===== config.mk =====
export PLATFORM = sky130hd
export DESIGN_NAME = reg_read_scoreboard_flat
export DESIGN_NICKNAME = d
export VERILOG_FILES = /design/src/rtl/reg_read_scoreboard_if.sv /design/src/rtl/reg_read_scoreboard.sv /design/src/flat_wrapper.sv
export SDC_FILE = /design/constraint.sdc
export NUM_CORES = 1
export LEC_CHECK = 0
export BUFFER_PORTS_ARGS = -buffer_cell sky130_fd_sc_hd__buf_2
export CAP_MARGIN = 15
export CORE_AREA = 3 3 110 112
export CTS_BUF_LIST = sky130_fd_sc_hd__clkbuf_16
export DETAILED_ROUTE_END_ITERATION = 8
export DIE_AREA = 0 0 113 115
export PLACE_DENSITY = 0.82
export SETUP_SLACK_MARGIN = 0.4
export SYNTH_ARGS = -nofsm -noshare
export SYNTH_HDL_FRONTEND = slang
export SYNTH_SLANG_ARGS = --single-unit

===== constraint.sdc =====
create_clock -name clk -period 11.7 [get_ports clk]
set_input_delay 2.34 -clock clk [delete_from_list [all_inputs] [get_ports clk]]
set_output_delay 2.34 -clock clk [all_outputs]
set_load 0.005 [all_outputs]

===== src/rtl/reg_read_scoreboard_if.sv =====
// +------------------------------------------------------------------+
// | reg_read_scoreboard_if : decode-side bundle of the read scoreboard|
// | rev 1.0                                                          |
// +------------------------------------------------------------------+
`default_nettype none

interface reg_read_scoreboard_if #(
  parameter int CNTW = 32
);
  logic            freeze;
  logic            issue;
  logic [4:0]      issue_a3;
  logic [1:0]      issue_tnew;
  logic [4:0]      rs_addr;
  logic [4:0]      rt_addr;
  logic [1:0]      rs_tuse;
  logic [1:0]      rt_tuse;
  logic            rs_used;
  logic            rt_used;
  logic [31:0]     grf_r1;
  logic [31:0]     grf_r2;
  logic [31:0]     fwd_e;
  logic [31:0]     fwd_m;
  logic [31:0]     fwd_w;
  logic            stall;
  logic [31:0]     rs_val;
  logic [31:0]     rt_val;
  logic [CNTW-1:0] stall_count;

  modport master (
    output freeze, issue, issue_a3, issue_tnew,
    output rs_addr, rt_addr, rs_tuse, rt_tuse, rs_used, rt_used,
    output grf_r1, grf_r2, fwd_e, fwd_m, fwd_w,
    input  stall, rs_val, rt_val, stall_count
  );

  modport slave (
    input  freeze, issue, issue_a3, issue_tnew,
    input  rs_addr, rt_addr, rs_tuse, rt_tuse, rs_used, rt_used,
    input  grf_r1, grf_r2, fwd_e, fwd_m, fwd_w,
    output stall, rs_val, rt_val, stall_count
  );
endinterface

`default_nettype wire


===== src/rtl/reg_read_scoreboard.sv =====
// +------------------------------------------------------------------+
// | reg_read_scoreboard : E/M/W write tracking, stall + operand fwd   |
// | rev 1.0                                                          |
// +------------------------------------------------------------------+
`default_nettype none

module reg_read_scoreboard #(
  parameter int NSTAGE = 3,
  parameter int CNTW   = 32
) (
  input  logic                  clk,
  input  logic                  reset,
  reg_read_scoreboard_if.slave  bus
);

  localparam int NSRC = 2;

  // Slot 0 is E (youngest), NSTAGE-1 is W (oldest).
  logic [NSTAGE-1:0] slot_valid;
  logic [4:0]        slot_a3   [NSTAGE];
  logic [1:0]        slot_tnew [NSTAGE];
  logic [31:0]       stage_data[NSTAGE];

  logic [4:0]        src_addr  [NSRC];
  logic              src_used  [NSRC];
  logic [1:0]        src_tuse  [NSRC];
  logic [31:0]       src_grf   [NSRC];
  logic              src_stall [NSRC];
  logic [31:0]       src_val   [NSRC];

  logic              stall;
  logic [CNTW-1:0]   stall_cnt;

  assign stage_data[0] = bus.fwd_e;
  assign stage_data[1] = bus.fwd_m;
  assign stage_data[2] = bus.fwd_w;

  assign src_addr[0] = bus.rs_addr;
  assign src_addr[1] = bus.rt_addr;
  assign src_used[0] = bus.rs_used;
  assign src_used[1] = bus.rt_used;
  assign src_tuse[0] = bus.rs_tuse;
  assign src_tuse[1] = bus.rt_tuse;
  assign src_grf[0]  = bus.grf_r1;
  assign src_grf[1]  = bus.grf_r2;

  generate
    for (genvar s = 0; s < NSRC; s++) begin : g_src
      logic [NSTAGE-1:0] hit;
      logic              found;
      logic [1:0]        sel_tnew;
      logic [31:0]       sel_data;

      for (genvar k = 0; k < NSTAGE; k++) begin : g_slot
        assign hit[k] = src_used[s] && slot_valid[k] && (slot_a3[k] != 5'd0)
                        && (slot_a3[k] == src_addr[s]);
      end

      // Scan oldest to youngest so the youngest hit overwrites the selection.
      always_comb begin
        found    = 1'b0;
        sel_tnew = 2'd0;
        sel_data = 32'd0;
        for (int k = NSTAGE - 1; k >= 0; k--) begin
          if (hit[k]) begin
            found    = 1'b1;
            sel_tnew = slot_tnew[k];
            sel_data = stage_data[k];
          end
        end
      end

      assign src_stall[s] = found && (sel_tnew > src_tuse[s]);

      always_comb begin
        if (src_addr[s] == 5'd0)
          src_val[s] = 32'd0;
        else if (found && (sel_tnew == 2'd0))
          src_val[s] = sel_data;
        else
          src_val[s] = src_grf[s];
      end
    end
  endgenerate

  assign stall           = src_stall[0] | src_stall[1];
  assign bus.stall       = stall;
  assign bus.rs_val      = src_val[0];
  assign bus.rt_val      = src_val[1];
  assign bus.stall_count = stall_cnt;

  always_ff @(posedge clk) begin
    if (reset) begin
      slot_valid <= '0;
      for (int k = 0; k < NSTAGE; k++) begin
        slot_a3[k]   <= 5'd0;
        slot_tnew[k] <= 2'd0;
      end
      stall_cnt <= '0;
    end else if (!bus.freeze) begin
      for (int k = NSTAGE - 1; k > 0; k--) begin
        slot_valid[k] <= slot_valid[k-1];
        slot_a3[k]    <= slot_a3[k-1];
        slot_tnew[k]  <= (slot_tnew[k-1] == 2'd0) ? 2'd0 : slot_tnew[k-1] - 2'd1;
      end
      if (bus.issue && !stall) begin
        slot_valid[0] <= 1'b1;
        slot_a3[0]    <= bus.issue_a3;
        slot_tnew[0]  <= bus.issue_tnew;
      end else begin
        slot_valid[0] <= 1'b0;
        slot_a3[0]    <= 5'd0;
        slot_tnew[0]  <= 2'd0;
      end
      if (stall)
        stall_cnt <= stall_cnt + CNTW'(1);
    end
  end

endmodule

`default_nettype wire


===== src/flat_wrapper.sv =====
// flat-port wrapper written by rule: the top's interface ports become plain ports
module reg_read_scoreboard_flat 
#(
  parameter int NSTAGE = 3,
  parameter int CNTW   = 32
)
  (clk, reset, bus_freeze, bus_issue, bus_issue_a3, bus_issue_tnew, bus_rs_addr, bus_rt_addr, bus_rs_tuse, bus_rt_tuse, bus_rs_used, bus_rt_used, bus_grf_r1, bus_grf_r2, bus_fwd_e, bus_fwd_m, bus_fwd_w, bus_stall, bus_rs_val, bus_rt_val, bus_stall_count);
  reg_read_scoreboard_if #(.CNTW(CNTW)) bus_i ();
  input  logic clk;
  input  logic reset;
  input wire logic [$bits(bus_i.freeze)-1:0] bus_freeze;
  input wire logic [$bits(bus_i.issue)-1:0] bus_issue;
  input wire logic [$bits(bus_i.issue_a3)-1:0] bus_issue_a3;
  input wire logic [$bits(bus_i.issue_tnew)-1:0] bus_issue_tnew;
  input wire logic [$bits(bus_i.rs_addr)-1:0] bus_rs_addr;
  input wire logic [$bits(bus_i.rt_addr)-1:0] bus_rt_addr;
  input wire logic [$bits(bus_i.rs_tuse)-1:0] bus_rs_tuse;
  input wire logic [$bits(bus_i.rt_tuse)-1:0] bus_rt_tuse;
  input wire logic [$bits(bus_i.rs_used)-1:0] bus_rs_used;
  input wire logic [$bits(bus_i.rt_used)-1:0] bus_rt_used;
  input wire logic [$bits(bus_i.grf_r1)-1:0] bus_grf_r1;
  input wire logic [$bits(bus_i.grf_r2)-1:0] bus_grf_r2;
  input wire logic [$bits(bus_i.fwd_e)-1:0] bus_fwd_e;
  input wire logic [$bits(bus_i.fwd_m)-1:0] bus_fwd_m;
  input wire logic [$bits(bus_i.fwd_w)-1:0] bus_fwd_w;
  output wire logic [$bits(bus_i.stall)-1:0] bus_stall;
  output wire logic [$bits(bus_i.rs_val)-1:0] bus_rs_val;
  output wire logic [$bits(bus_i.rt_val)-1:0] bus_rt_val;
  output wire logic [$bits(bus_i.stall_count)-1:0] bus_stall_count;
  assign bus_i.freeze = bus_freeze;
  assign bus_i.issue = bus_issue;
  assign bus_i.issue_a3 = bus_issue_a3;
  assign bus_i.issue_tnew = bus_issue_tnew;
  assign bus_i.rs_addr = bus_rs_addr;
  assign bus_i.rt_addr = bus_rt_addr;
  assign bus_i.rs_tuse = bus_rs_tuse;
  assign bus_i.rt_tuse = bus_rt_tuse;
  assign bus_i.rs_used = bus_rs_used;
  assign bus_i.rt_used = bus_rt_used;
  assign bus_i.grf_r1 = bus_grf_r1;
  assign bus_i.grf_r2 = bus_grf_r2;
  assign bus_i.fwd_e = bus_fwd_e;
  assign bus_i.fwd_m = bus_fwd_m;
  assign bus_i.fwd_w = bus_fwd_w;
  assign bus_stall = bus_i.stall;
  assign bus_rs_val = bus_i.rs_val;
  assign bus_rt_val = bus_i.rt_val;
  assign bus_stall_count = bus_i.stall_count;
  reg_read_scoreboard #(.NSTAGE(NSTAGE), .CNTW(CNTW)) u_core (.clk(clk), .reset(reset), .bus(bus_i));
endmodule

# == After elaboration in Yosys (flattened, before gate mapping) ==
# Memories as Yosys holds them, arrays and structs flattened.
# Index checks and enable logic that the tools add are counted.
# totals
reg_bits,35
mem_bits_rw,21
in_bits,187
wordCells,104
mem_count,2
# classes
addsub,3
n_lt_le_gt_ge,2
eq_ne,6
mux,45
bitwise_logic,10
n_reduce_logical,34
# mem_list
name,depth,word_bits,rd,rd_clocked_by_memory_dff,wr,line_no,source
u_core.slot_a3,3,5,3,0,3,reg_read_scoreboard.sv:20,logic [4:0] slot_a3 [NSTAGE];
u_core.slot_tnew,3,2,3,0,3,reg_read_scoreboard.sv:21,logic [1:0] slot_tnew [NSTAGE];
# ops
operator,n
$mux 32,10
$add 32x1->32 const B,1
$eq 5x5->1,6
$mux 2,12
$logic_and 1x1->1,23
$mux 5,4
$mux 1,19
$reduce_bool 5->1,3
$logic_not 5->1,2
$or 1x1->1,9
$logic_not 2->1,4
$gt 2x2->1,2
$sub 2x1->2 const B,2
$reduce_and 2->1,1
$logic_not 1->1,1
$not 1->1,1

# == Depth between registers and ports, before layout ==
# Gate-level depths: netlist of run 1.
# depth
depth_word,17
depth_mapped,18
depth_no_buf,16

# == Worst setup path before layout of run 1 ==
# No wires, ideal clock.
# synth_path
path_type,in2out
from,in bus_rt_addr[3]
to,out bus_stall
arrival_ps,4821
t_required_ps,9360
path_slack_ps,4539
cell_stages,14
path_buffers,2
path_cell_list,xor2_1 -> or4_4 -> or2_1 -> and2_1 -> buf_2 -> buf_2 -> a221oi_1 -> a21oi_1 -> ha_1 -> a21oi_1 -> a21oi_1 -> o31a_4 -> nor2_1 -> inv_1
# synth_via
elab_chain_len,8
word_cells_on_any_way,15
cone_classes,order compare: 1; eq/ne: 3; mux: 6; bitwise: 1; reduce/logical: 4
# synth_rtl
item,line_no,source
"start, declared",flat_wrapper.sv:16,input wire logic [$bits(bus_i.rt_addr)-1:0] bus_rt_addr;
$eq 5x5->1,reg_read_scoreboard.sv:56,&& (slot_a3[k] == src_addr[s]);
$logic_and 1x1->1,reg_read_scoreboard.sv:56,
$mux 2 (3 in a row),reg_read_scoreboard.sv:65,if (hit[k]) begin
$gt 2x2->1,reg_read_scoreboard.sv:73,assign src_stall[s] = found && (sel_tnew > src_tuse[s]);
$logic_and 1x1->1 (*),reg_read_scoreboard.sv:73,
$or 1x1->1 (*),reg_read_scoreboard.sv:86,assign stall = src_stall[0] | src_stall[1];
"end, declared",flat_wrapper.sv:26,output wire logic [$bits(bus_i.stall)-1:0] bus_stall;
# Mark *: on every way between the ends. The rest lies on a longest branch, timed or not.

# == Worst setup path in the final report of run 1 ==
# layout_path
from,in bus_rs_addr[1]
to,out bus_stall
# layout_via
elab_chain_len,8
word_cells_on_any_way,15
cone_classes,order compare: 1; eq/ne: 3; mux: 6; bitwise: 1; reduce/logical: 4
# layout_rtl
item,line_no,source
"start, declared",flat_wrapper.sv:15,input wire logic [$bits(bus_i.rs_addr)-1:0] bus_rs_addr;
$eq 5x5->1,reg_read_scoreboard.sv:56,
$logic_and 1x1->1,reg_read_scoreboard.sv:56,
$mux 2 (3 in a row),reg_read_scoreboard.sv:65,
$gt 2x2->1,reg_read_scoreboard.sv:73,
$logic_and 1x1->1 (*),reg_read_scoreboard.sv:73,
$or 1x1->1 (*),reg_read_scoreboard.sv:86,
# Marks and branches as above.

==> results of run 1 <==
==> registers in the layout, indices dropped and copies added (netlist names) <==
register and count:
u_core.bus.stall_count 32, u_core.slot_valid 3, u_core.slot_tnew 6, u_core.slot_a3 15
==> power by group <==
part	total [W]	switching [W]	internal (W)
Sequential	0.000216	0.00000764	0.000208
Clock	0.000147	0.0000679	0.0000787
Combinational	0.000102	0.0000518	0.0000502
==> per-stage QoR <==
stage | utilization | total power (W) | worst slack [ns] | hold WS (ns) | cell area (µm²)
floorplan | - | 0.000258 | 4.54 | 0.460 | 5150
global placement | 0.580 | 0.000319 | 3.82 | 0.469 | 6560
detailed placement | 0.580 | 0.000320 | 3.73 | 0.480 | 6560
CTS | 0.592 | 0.000464 | 3.70 | 0.494 | 6710
global route | 0.595 | 0.000483 | 3.38 | 0.503 | 6740
finish | 0.595 | 0.000464 | 3.68 | 0.495 | 6740
==> routing by layer <==
layer / wire length (µm) / share of wire / track usage / up-vias
met5: 13 / 0.00065 / 0 / -
met4: 439 / 0.022 / 0.0617 / 2
met3: 1790 / 0.090 / 0.0421 / 42
met2: 9660 / 0.48 / 0.472 / 364
met1: 8040 / 0.40 / 0.369 / 2857
li1: - / - / - / 2922
==> cells by family (layout without fill, tap and decap cells) <==
family,Yosys count,count (layout),synth area share
AOI/OAI and AO/OA,225,225,0.313
xor gates and xnor gates,52,52,0.0884
adders and majority gates,7,7,0.0170
buffers and inverters,71,316,0.0641
DFF,56,56,0.258
muxes,35,35,0.0680
other,0,1,0
and+or+nand+nor,190,190,0.191
==> cells in the final DEF (no fill, tap or decap), types with 2 or more instances in the layout <==
| cell type | count |
|---|---|
| mux2i_1 | 35 |
| xnor2_1 | 19 |
| o2111ai_1 | 10 |
| and2_1 | 21 |
| nand3_1 | 38 |
| dfxtp_1 | 35 |
| o211ai_1 | 9 |
| inv_1 | 15 |
| or3_1 | 6 |
| nor4_1 | 7 |
| a221oi_1 | 2 |
| edfxtp_1 | 21 |
| nand4_1 | 9 |
| nand2_1 | 42 |
| xor2_1 | 33 |
| o211ai_2 | 3 |
| and3_1 | 9 |
| clkinvlp_4 | 2 |
| nor2_1 | 34 |
| a21oi_1 | 17 |
| o31ai_1 | 2 |
| ha_1 | 7 |
| nor4_4 | 2 |
| buf_4 | 9 |
| o21ai_0 | 91 |
| and4_1 | 2 |
| or4_1 | 4 |
| clkbuf_16 | 5 |
| buf_2 | 283 |
| o21ai_1 | 14 |
| nor3_1 | 9 |
| a221o_1 | 64 |
==> worst max path at each step <==
stage | slack (ns) | endpoint | cells after the start | from
after floorplan | 4.54 | bus_stall | 14 | bus_rt_addr[3]
after global placement | 3.82 | bus_stall | 12 | bus_rs_addr[1]
after detailed placement | 3.73 | bus_stall | 12 | bus_rs_addr[1]
after CTS | 3.70 | bus_stall | 12 | bus_rs_addr[1]
after global routing | 3.38 | bus_stall | 14 | bus_rs_addr[1]
final | 3.68 | bus_stall | 12 | bus_rs_addr[1]
==> area by class of cell <==
type	instances	area [µm²]	share of cell area
inverters	15	56.3	0.00836
repair buffers	293	1510	0.224
clock inverters	3	18.8	0.00279
well taps	143	179	0.0266
diodes	1	2.50	0.000372
clock buffers	5	125	0.0186
flip-flops and latches	56	1330	0.198
multi-input cells	509	3510	0.521
==> worst reg2reg max path, delay by kind of cell, from the launching register on <==
| family | cells | cell delay [ns] |
|---|---|---|
| fa+ha+maj | 1 | 0.26 |
| buf+inv | 1 | 0.28 |
| compound gates | 7 | 1.81 |
| simple gates | 4 | 1.49 |
| flops | 1 | 0.46 |
==> impl_results.md, run 1 <==
- Ys async rst share: 0
- Worst Tran Pin Value: roughly 1.2 ns
- Root buffer cell: clkbuf_16
- Synth-to-Final Area Change: 30.7%
- Cts hold-fix bufs: 0
- Worst relative slew slack: 0.214
- CP cell instances: buf_2 > xor2_1 > nor4_1 > and4_1 > a21oi_1 > a22o_1 > ha_1 > a21oi_1 > o31a_1 > nor2_1 > inv_1 > buf_2
- Critical Path AT: ~5.7 ns
- Vias/cell: approximately 6.0
- PwrDens: ~69 nW/µm²
- Post-placement cell count: a little over 1k
- Synth cell count leaders: o21ai_0 (91), a221o_1 (64), nand2_1 (42), nand3_1 (38)
- Die area: approximately 13000 µm²
- Post-CTS Repair Setup Buffers: 0
- Setup TNS: 0 ns
- Routed Antenna Nets: 0
- Worst setup EP type: output port
- Worst Path Max Fanout: 24
- Worst VDD drop: ~0.083 mV
- Max Cap Viol: 0
- Crit path max-delay family: compound AO/OA/AOI/OAI gates
- Main synth FF type: dfxtp_1
- Hold path cells: 2
- RSZ-0062 raised after global routing: no
- Peak Freq: approximately 120 MHz
- Cells after synthesis: approximately 640
- Hold wc startpoint: u_core.bus.stall_count[31]
- Number of synthesis warnings: 0
- Sink Count: 56
- TritonCTS clock tree: yes
- Setup Skew: 0.00640 ns
- Synth area leader: dfxtp_1
- DRC: 0
- Fin. Hold Viols: 0
- Area contributors post-synth: dfxtp_1 (14%), a221o_1 (12%), edfxtp_1 (12%), o21ai_0 (8.8%), mux2i_1 (6.8%)
- CP Launch Type: input pin
- Num rows: 39
- GP Congestion: around 1
- Cell leakage power: between 3 and 4 nW
- Layout fillers: between 1k and 1.5k
- Clk pin slew, worst setup/hold paths: 0.07 ns
- # setup viols final: 0
- Syn nets: just over 800
- H-Tree Depth: 2
- Vias in the first global route: 5514
- Clk buf depth: 2
- RR Endpoint: u_core.bus.stall_count[27]
- Final Slew Violations: 0
- Worst-Skew Late Latency: roughly 0.29 ns
- Largest net degree at the start of global routing: 65
- FF-to-FF setup slack: ~7.3 ns
- Post-synth EDFFs: 21
- HPWL Detailed: between 15000 and 20000 µm
- PostCTS Resize Cnt: 0
- Crit path buf inv count: 3
- Die height: around 120 µm
- Num CTS Buffers: 5
- Seq cells post-synth: 56
- Gr usage total: 0.276
- Reg2reg path depth: 13
- CP Class: input pin to output port
- Core Region: 11300 µm²
- Nets: ~1.1k
- Final Non-Filler Cells: 1025
- I/O pin cnt: 284
- Critical path's largest stage delay: 0.75 ns
- Drt total wl: between 15000 and 20000 µm
- Drt pass-1 iters: 6
- CP Data Required Time: between 9 and 10 ns
- Vias: between 6k and 7k
- DRT iter0 DRCs: 920
- R2r startpoint: u_core.slot_a3[0][5]
- Layout cells sized above 1: 0.358
- Routed len/inst: around 20 µm
- Cell Area, Synth: a little over 5000 µm²
- Worst Hold Path EP: u_core.bus.stall_count[31]
- Synth top area share: 0.136
- Initial antenna violation count: 2
- Seq/Total Area, Yosys: 0.258
- Min Clock Period, post-route: ~8.0 ns
- Top-count cell post-synth: o21ai_0
- Outcome: completed
- Final Cycle Share: 0.685
- Port Buf Inserts: between 200 and 300
- Chip width: 113 µm
- Global-route wire length before repair: about 29000 µm
- Synth unique cells: 54
- Avg Synthesized Cell Area: 8.10 µm²
- Crit-path slowest cell: o31a_1
- Worst Hold Class: flop to flop
- Grt ovf: 0
- Initial Util: 0.455
No activity file was read; power rests on OpenSTA's default activity.
==> run 2: changes to the inputs <==
--- a/config.mk
+++ b/config.mk
@@ -7,10 +7,10 @@
 export LEC_CHECK = 0
 export BUFFER_PORTS_ARGS = -buffer_cell sky130_fd_sc_hd__buf_2
 export CAP_MARGIN = 15
-export CORE_AREA = 3 3 110 112
+export CORE_MARGIN = 3
+export CORE_UTILIZATION = 46
 export CTS_BUF_LIST = sky130_fd_sc_hd__clkbuf_16
 export DETAILED_ROUTE_END_ITERATION = 8
-export DIE_AREA = 0 0 113 115
 export PLACE_DENSITY = 0.82
 export SETUP_SLACK_MARGIN = 0.4
 export SYNTH_ARGS = -nofsm -noshare
==> constraint.sdc (replaced) <==
create_clock -name clk -period 7.7 [get_ports clk]
set_input_delay 1.54 -clock clk [delete_from_list [all_inputs] [get_ports clk]]
set_output_delay 1.54 -clock clk [all_outputs]
set_load 0.005 [all_outputs]
==> run 2 against run 1 <==
Clock power is 63% higher; setup slack worse by 2.2 ns; via count is 1.6% higher; clock skew is 0.0039 ns higher; sequential power is 51% higher; power is 56% higher; register-to-register slack worse by 3.7 ns; count of clock-buffer cells in the layout stayed put; utilization is 2.9 points higher; non-clock buffer count is 4 higher; first-iteration DRC count is 17% higher; critical path type unchanged.
==> impl_results.md, run 2 (same netlist as run 1, synthesis figures left out) <==
- Root buffer cell: clkbuf_16
- # setup viols final: 0
- Setup WS pre-CTS: ~1.6 ns
- Largest net degree at the start of global routing: 41
- Worst VDD drop: 0.104 mV
- FF-to-FF setup slack: 3.68 ns
- I/O pin cnt: between 200 and 300
- Setup Skew: between 0.01 and 0.015 ns
- Drt pass-1 iters: 8
- Port Buf Inserts: 283
- Post-CTS Repair Setup Buffers: 0
- Worst relative slew slack: 0.309
- Max Cap Viol: 0
- RSZ-0062 raised after global routing: no
- Setup slack after layout: 1.47 ns
- Min Clock Period, post-route: slightly above 6 ns
- Worst-Skew Late Latency: 0.30 ns
- CP Data Required Time: about 6.2 ns
- Worst Tran Pin Value: between 1 and 1.5 ns
- Initial Util: 0.473
- Clk pin slew, worst setup/hold paths: 0.08 ns
- Chip width: between 100 and 150 µm
- Vias in the first global route: 5810
- CP endpoint: bus_rt_val[31]
- Setup TNS: 0 ns
- Peak Freq: roughly 160 MHz
- Nets: between 1k and 1.5k
- Largest register FFs: 32
- Global-route wire length before repair: ~31000 µm
- Gr usage total: 0.300
- Vias: between 6k and 7k
- Worst setup EP type: output port
- CP Class: input pin to output port
- Core Region: approximately 11000 µm²
- Vias/cell: between 6 and 7
- PwrDens: between 100 and 150 nW/µm²
- Synth-to-Final Area Change: 31.9%
- Most common cell after layout, fill and taps aside: buf_2
- Worst Path Max Fanout: 27
- DRC: 0
- Final Cycle Share: 0.809
- Drt total wl: approximately 20000 µm
- Routed len/inst: 19.6 µm
- Layout cells sized above 1: 0.362
- Die area: ~13000 µm²
- Area post-placement: 6580 µm²
- Sink Count: 56
- Clk buf depth: 2
- HPWL Detailed: 15500 µm
- CP Launch Type: input pin
- Routed Antenna Nets: 0
- Num CTS Buffers: 5
- Crit path from: bus_rt_addr[1]
- Critical Path AT: 4.69 ns
- Grt ovf: 0
- Worst Hold Class: flop to flop
- R2r startpoint: u_core.slot_a3[0][9]
- RR Endpoint: u_core.bus.stall_count[25]
- Cts hold-fix bufs: 0
- DRT iter0 DRCs: ~1.1k
- Fin. Hold Viols: 0
- GP Congestion: about 1.0
- Final Slew Violations: 0
- PostCTS Resize Cnt: 0
- Most frequent cells in the layout: buf_2 (283), o21ai_0 (91), a221o_1 (64)
- Initial antenna violation count: 2
- Outcome: completed
- Post-route cell area: 6800 µm²
- H-Tree Depth: 2
- Die height: between 100 and 150 µm
- Reg2reg path depth: 14
- Num rows: 38
- TritonCTS clock tree: yes
- Cell leakage power: approximately 3.3 nW
## run 2: cell types whose count changed in the layout (fill, tap and decap cells not counted)
cell        before  now
clkinv_8         0    1
clkinvlp_4       2    0
clkinv_1         1    0
buf_16           1    2
inv_6            0    1
clkinv_4         0    1
buf_4            9   12
## run 2: worst min-delay path by stage
stage                                          start                         end  slack [ns]  cells after the start
after global placement          u_core.slot_valid[0]        u_core.slot_valid[1]        0.47                      2
after detailed placement  u_core.bus.stall_count[31]  u_core.bus.stall_count[31]        0.48                      2
final                     u_core.bus.stall_count[31]  u_core.bus.stall_count[31]        0.49                      2
after global routing      u_core.bus.stall_count[31]  u_core.bus.stall_count[31]        0.52                      2
after floorplan                 u_core.slot_valid[0]        u_core.slot_valid[1]        0.46                      2
after CTS                 u_core.bus.stall_count[31]  u_core.bus.stall_count[31]        0.49                      2
## run 2: layer usage
layer / track usage / routed length (µm) / vias up
met1: 0.398 / 7940 / 2907
met5: 0 / 13 / -
met2: 0.504 / 9650 / 390
li1: - / - / 2937
met4: 0.0827 / 558 / 2
met3: 0.0516 / 1940 / 51
## run 2: power breakdown
group          switching (W)  leakage, nW  total (W)  internal (W)
Clock               0.000114       0.0772   0.000240      0.000125
Combinational      0.0000803         2.73   0.000157     0.0000766
Sequential         0.0000106        0.513   0.000326      0.000316
## run 2: layout make-up
| cell class | count | area [µm²] |
|---|---|---|
| multi-input cells | 509 | 3510 |
| diodes | 1 | 2.50 |
| clock buffers | 5 | 125 |
| clock inverters | 3 | 33.8 |
| fillers | 968 | 4090 |
| inverters | 15 | 56.3 |
| repair buffers | 297 | 1560 |
| well taps | 140 | 175 |
| flip-flops and latches | 56 | 1330 |
## run 2: stage by stage
step | total power, W | util | hold WS, ns | instances
3_5_place_dp | 0.000486 | 0.604 | 0.477 | 1015
2_1_floorplan | 0.000391 | - | 0.460 | 636
4_1_cts | 0.000723 | 0.619 | 0.491 | 1023
3_3_place_gp | 0.000485 | 0.604 | 0.469 | 1015
6_report | 0.000723 | 0.624 | 0.488 | 1026
5_1_grt | 0.000753 | 0.624 | 0.520 | 1026
## run 2: worst max-delay path, cell delays in order
cell and delay [ns]:
buf_2 0.13, xor2_1 0.14, nor4_1 0.50, nand4_1 0.73
a21oi_4 0.81, buf_4 0.33, nand3_1 0.09, o21ai_0 0.20
buf_2 0.21
==> run 3: changes to the inputs <==
==> constraint.sdc (replaced) <==
create_clock -name clk -period 6.54 [get_ports clk]
set_input_delay 1.308 -clock clk [delete_from_list [all_inputs] [get_ports clk]]
set_output_delay 1.308 -clock clk [all_outputs]
set_load 0.005 [all_outputs]
==> run 3 against run 2 <==
Sequential power up 18%; utilization shrank 0.17 points; count of clock-buffer cells in the layout unchanged; first-iteration DRC count down 17%; die area unchanged; register-to-register slack worse by 1.2 ns; non-clock buffer count increased by 1; sequential share of layout area is 0.054 points higher; global-route usage fell by 1.3 points; clock skew shrank 0.0042 ns; design area decreased by 0.28%; largest power group unchanged.
==> impl_results.md, run 3 (same netlist as run 1, synthesis figures left out) <==
- CP cell instances: buf_2 > xor2_1 > or4_4 > or2_1 > and2_1 > a221oi_1 > a21oi_1 > ha_1 > a21oi_1 > a21oi_1 > o31a_4 > nor2_1 > inv_1 > buf_2
- Peak Freq: between 150 and 200 MHz
- Die area: 12500 µm²
- Sink Count: 56
- Synth-to-Final Area Change: 31.5%
- Largest net degree at the start of global routing: 41
- Root buffer cell: clkbuf_16
- Final Slew Violations: 0
- Worst Hold Class: flop to flop
- Clk pin slew, worst setup/hold paths: about 0.07 ns
- CP Launch Type: input pin
- HPWL Detailed: around 15000 µm
- Final Cycle Share: 0.861
- FF-to-FF setup slack: about 2.5 ns
- Setup WS pre-CTS: approximately 0.93 ns
- Initial Util: 0.473
- Drt total wl: 19300 µm
- Crit path max-delay family: simple AND/OR/NAND/NOR gates
- Layout fillers: 974
- Cts hold-fix bufs: 0
- Grt ovf: 0
- Initial antenna violation count: 1
- Layout cells sized above 1: 0.362
- GP Congestion: around 0.99
- TritonCTS clock tree: yes
- Max Cap Viol: 0
- Nets: 1079
- Vias/cell: 6.12
- Min Clock Period, post-route: between 5 and 6 ns
- Hold path cells: 2
- Worst Hold Path EP: u_core.bus.stall_count[31]
- H-Tree Depth: 2
- Global-route wire length before repair: approximately 30000 µm
- RSZ-0062 raised after global routing: no
- Worst-Skew Late Latency: a little under 0.3 ns
- Cell leakage power: between 3 and 4 nW
- CP Data Required Time: between 5 and 6 ns
- Reg2reg path depth: 13
- DRC: 0
- Routed Antenna Nets: 0
- Worst Tran Pin Value: roughly 0.97 ns
- Vias in the first global route: 5768
- Core Region: around 11000 µm²
- # setup viols final: 0
- Hold wc startpoint: u_core.bus.stall_count[31]
- Worst Path Max Fanout: 24
- Num rows: 38
- Die height: between 100 and 150 µm
- R2r startpoint: u_core.slot_a3[0][5]
- Routed len/inst: ~19 µm
- Clk buf depth: 2
- Gr usage total: 0.287
- Post-route cell area: approximately 6800 µm²
- Vias: between 6k and 7k
- Worst relative slew slack: 0.356
- CP Class: input pin to output port
- Critical path's largest stage delay: a little under 0.6 ns
- Fin. Hold Viols: 0
- Crit-path slowest cell: or4_4
- Outcome: completed
- PostCTS Resize Cnt: 0
- Num CTS Buffers: 5
- Drt pass-1 iters: 8
- Chip width: 112 µm
- Critical Path AT: around 4.3 ns
- Setup TNS: 0 ns
- Port Buf Inserts: 283
- Area post-placement: approximately 6600 µm²
- Most frequent cells in the layout: buf_2 (283), o21ai_0 (91), a221o_1 (64)
- Post-CTS Repair Setup Buffers: 0
- Largest register FFs: 32
- Most common cell after layout, fill and taps aside: buf_2
- Setup slack after layout: 0.912 ns
- PwrDens: roughly 120 nW/µm²
- RR Endpoint: u_core.bus.stall_count[27]
- Setup Skew: 0.00614 ns
- Worst path most repeated cell: a21oi_1
- Worst VDD drop: around 0.13 mV
- I/O pin cnt: 284
- Crit path buf inv count: 3
- Worst setup EP type: output port
- DRT iter0 DRCs: about 890
[run 3: cell types whose count changed in the layout (fill, tap and decap cells not counted)]
| cell | previous run | this run |
|---|---|---|
| buf_16 | 2 | 1 |
| buf_4 | 12 | 14 |
| clkinv_8 | 1 | 0 |
| clkinvlp_4 | 0 | 1 |
| inv_6 | 1 | 0 |
| inv_8 | 0 | 1 |
[run 3: cell type report]
cell class	count	area (µm²)	area share
Multi-Input combinational cell	509	3510	0.518
Timing Repair Buffer	298	1550	0.229
Sequential cell	56	1330	0.196
Tap cell	140	175	0.0258
Clock buffer	5	125	0.0185
Inverter	15	56.3	0.00831
Clock inverter	3	27.5	0.00406
Antenna cell	1	2.50	0.000369
[run 3: worst max-delay path by stage]
| stage | end | slack [ns] | start | cells past startpoint |
|---|---|---|---|---|
| floorplan | bus_stall | 1.44 | bus_rt_addr[3] | 14 |
| global placement | bus_stall | 1.01 | bus_rt_addr[3] | 14 |
| detailed placement | bus_stall | 0.93 | bus_rt_addr[3] | 14 |
| CTS | bus_stall | 0.91 | bus_rt_addr[3] | 14 |
| global route | bus_stall | 0.67 | bus_rt_addr[3] | 14 |
| finish | bus_stall | 0.91 | bus_rt_addr[3] | 14 |
[run 3: power by group]
part / leakage [nW] / internal, W / switching [W]
sequential: 0.513 / 0.000372 / 0.0000128
combinational: 2.73 / 0.0000900 / 0.0000921
clock: 0.0719 / 0.000145 / 0.000125
total: 3.31 / 0.000607 / 0.000230
[run 3: tightest hold or removal path, delay by kind of cell (launching register included)]
family / cells / cell delay [ns]
compound gates: 2 / 0.13
flops: 1 / 0.31
[run 3: metrics by stage]
stage	instances	hold WS [ns]	total power, W	util
after floorplan	636	0.460	0.000461	-
after global placement	1017	0.467	0.000567	0.606
after detailed placement	1017	0.474	0.000571	0.606
after CTS	1025	0.487	0.000842	0.620
after global routing	1027	0.513	0.000876	0.623
final	1027	0.484	0.000838	0.623
[run 3: routing by layer]
layer	wire length, µm	share of wire	vias up	track usage
li1	-	-	2931	-
met1	7690	0.40	2913	0.379
met2	9140	0.47	386	0.481
met3	1890	0.098	53	0.0478
met4	565	0.029	0	0.0876
met5	0	0	-	0
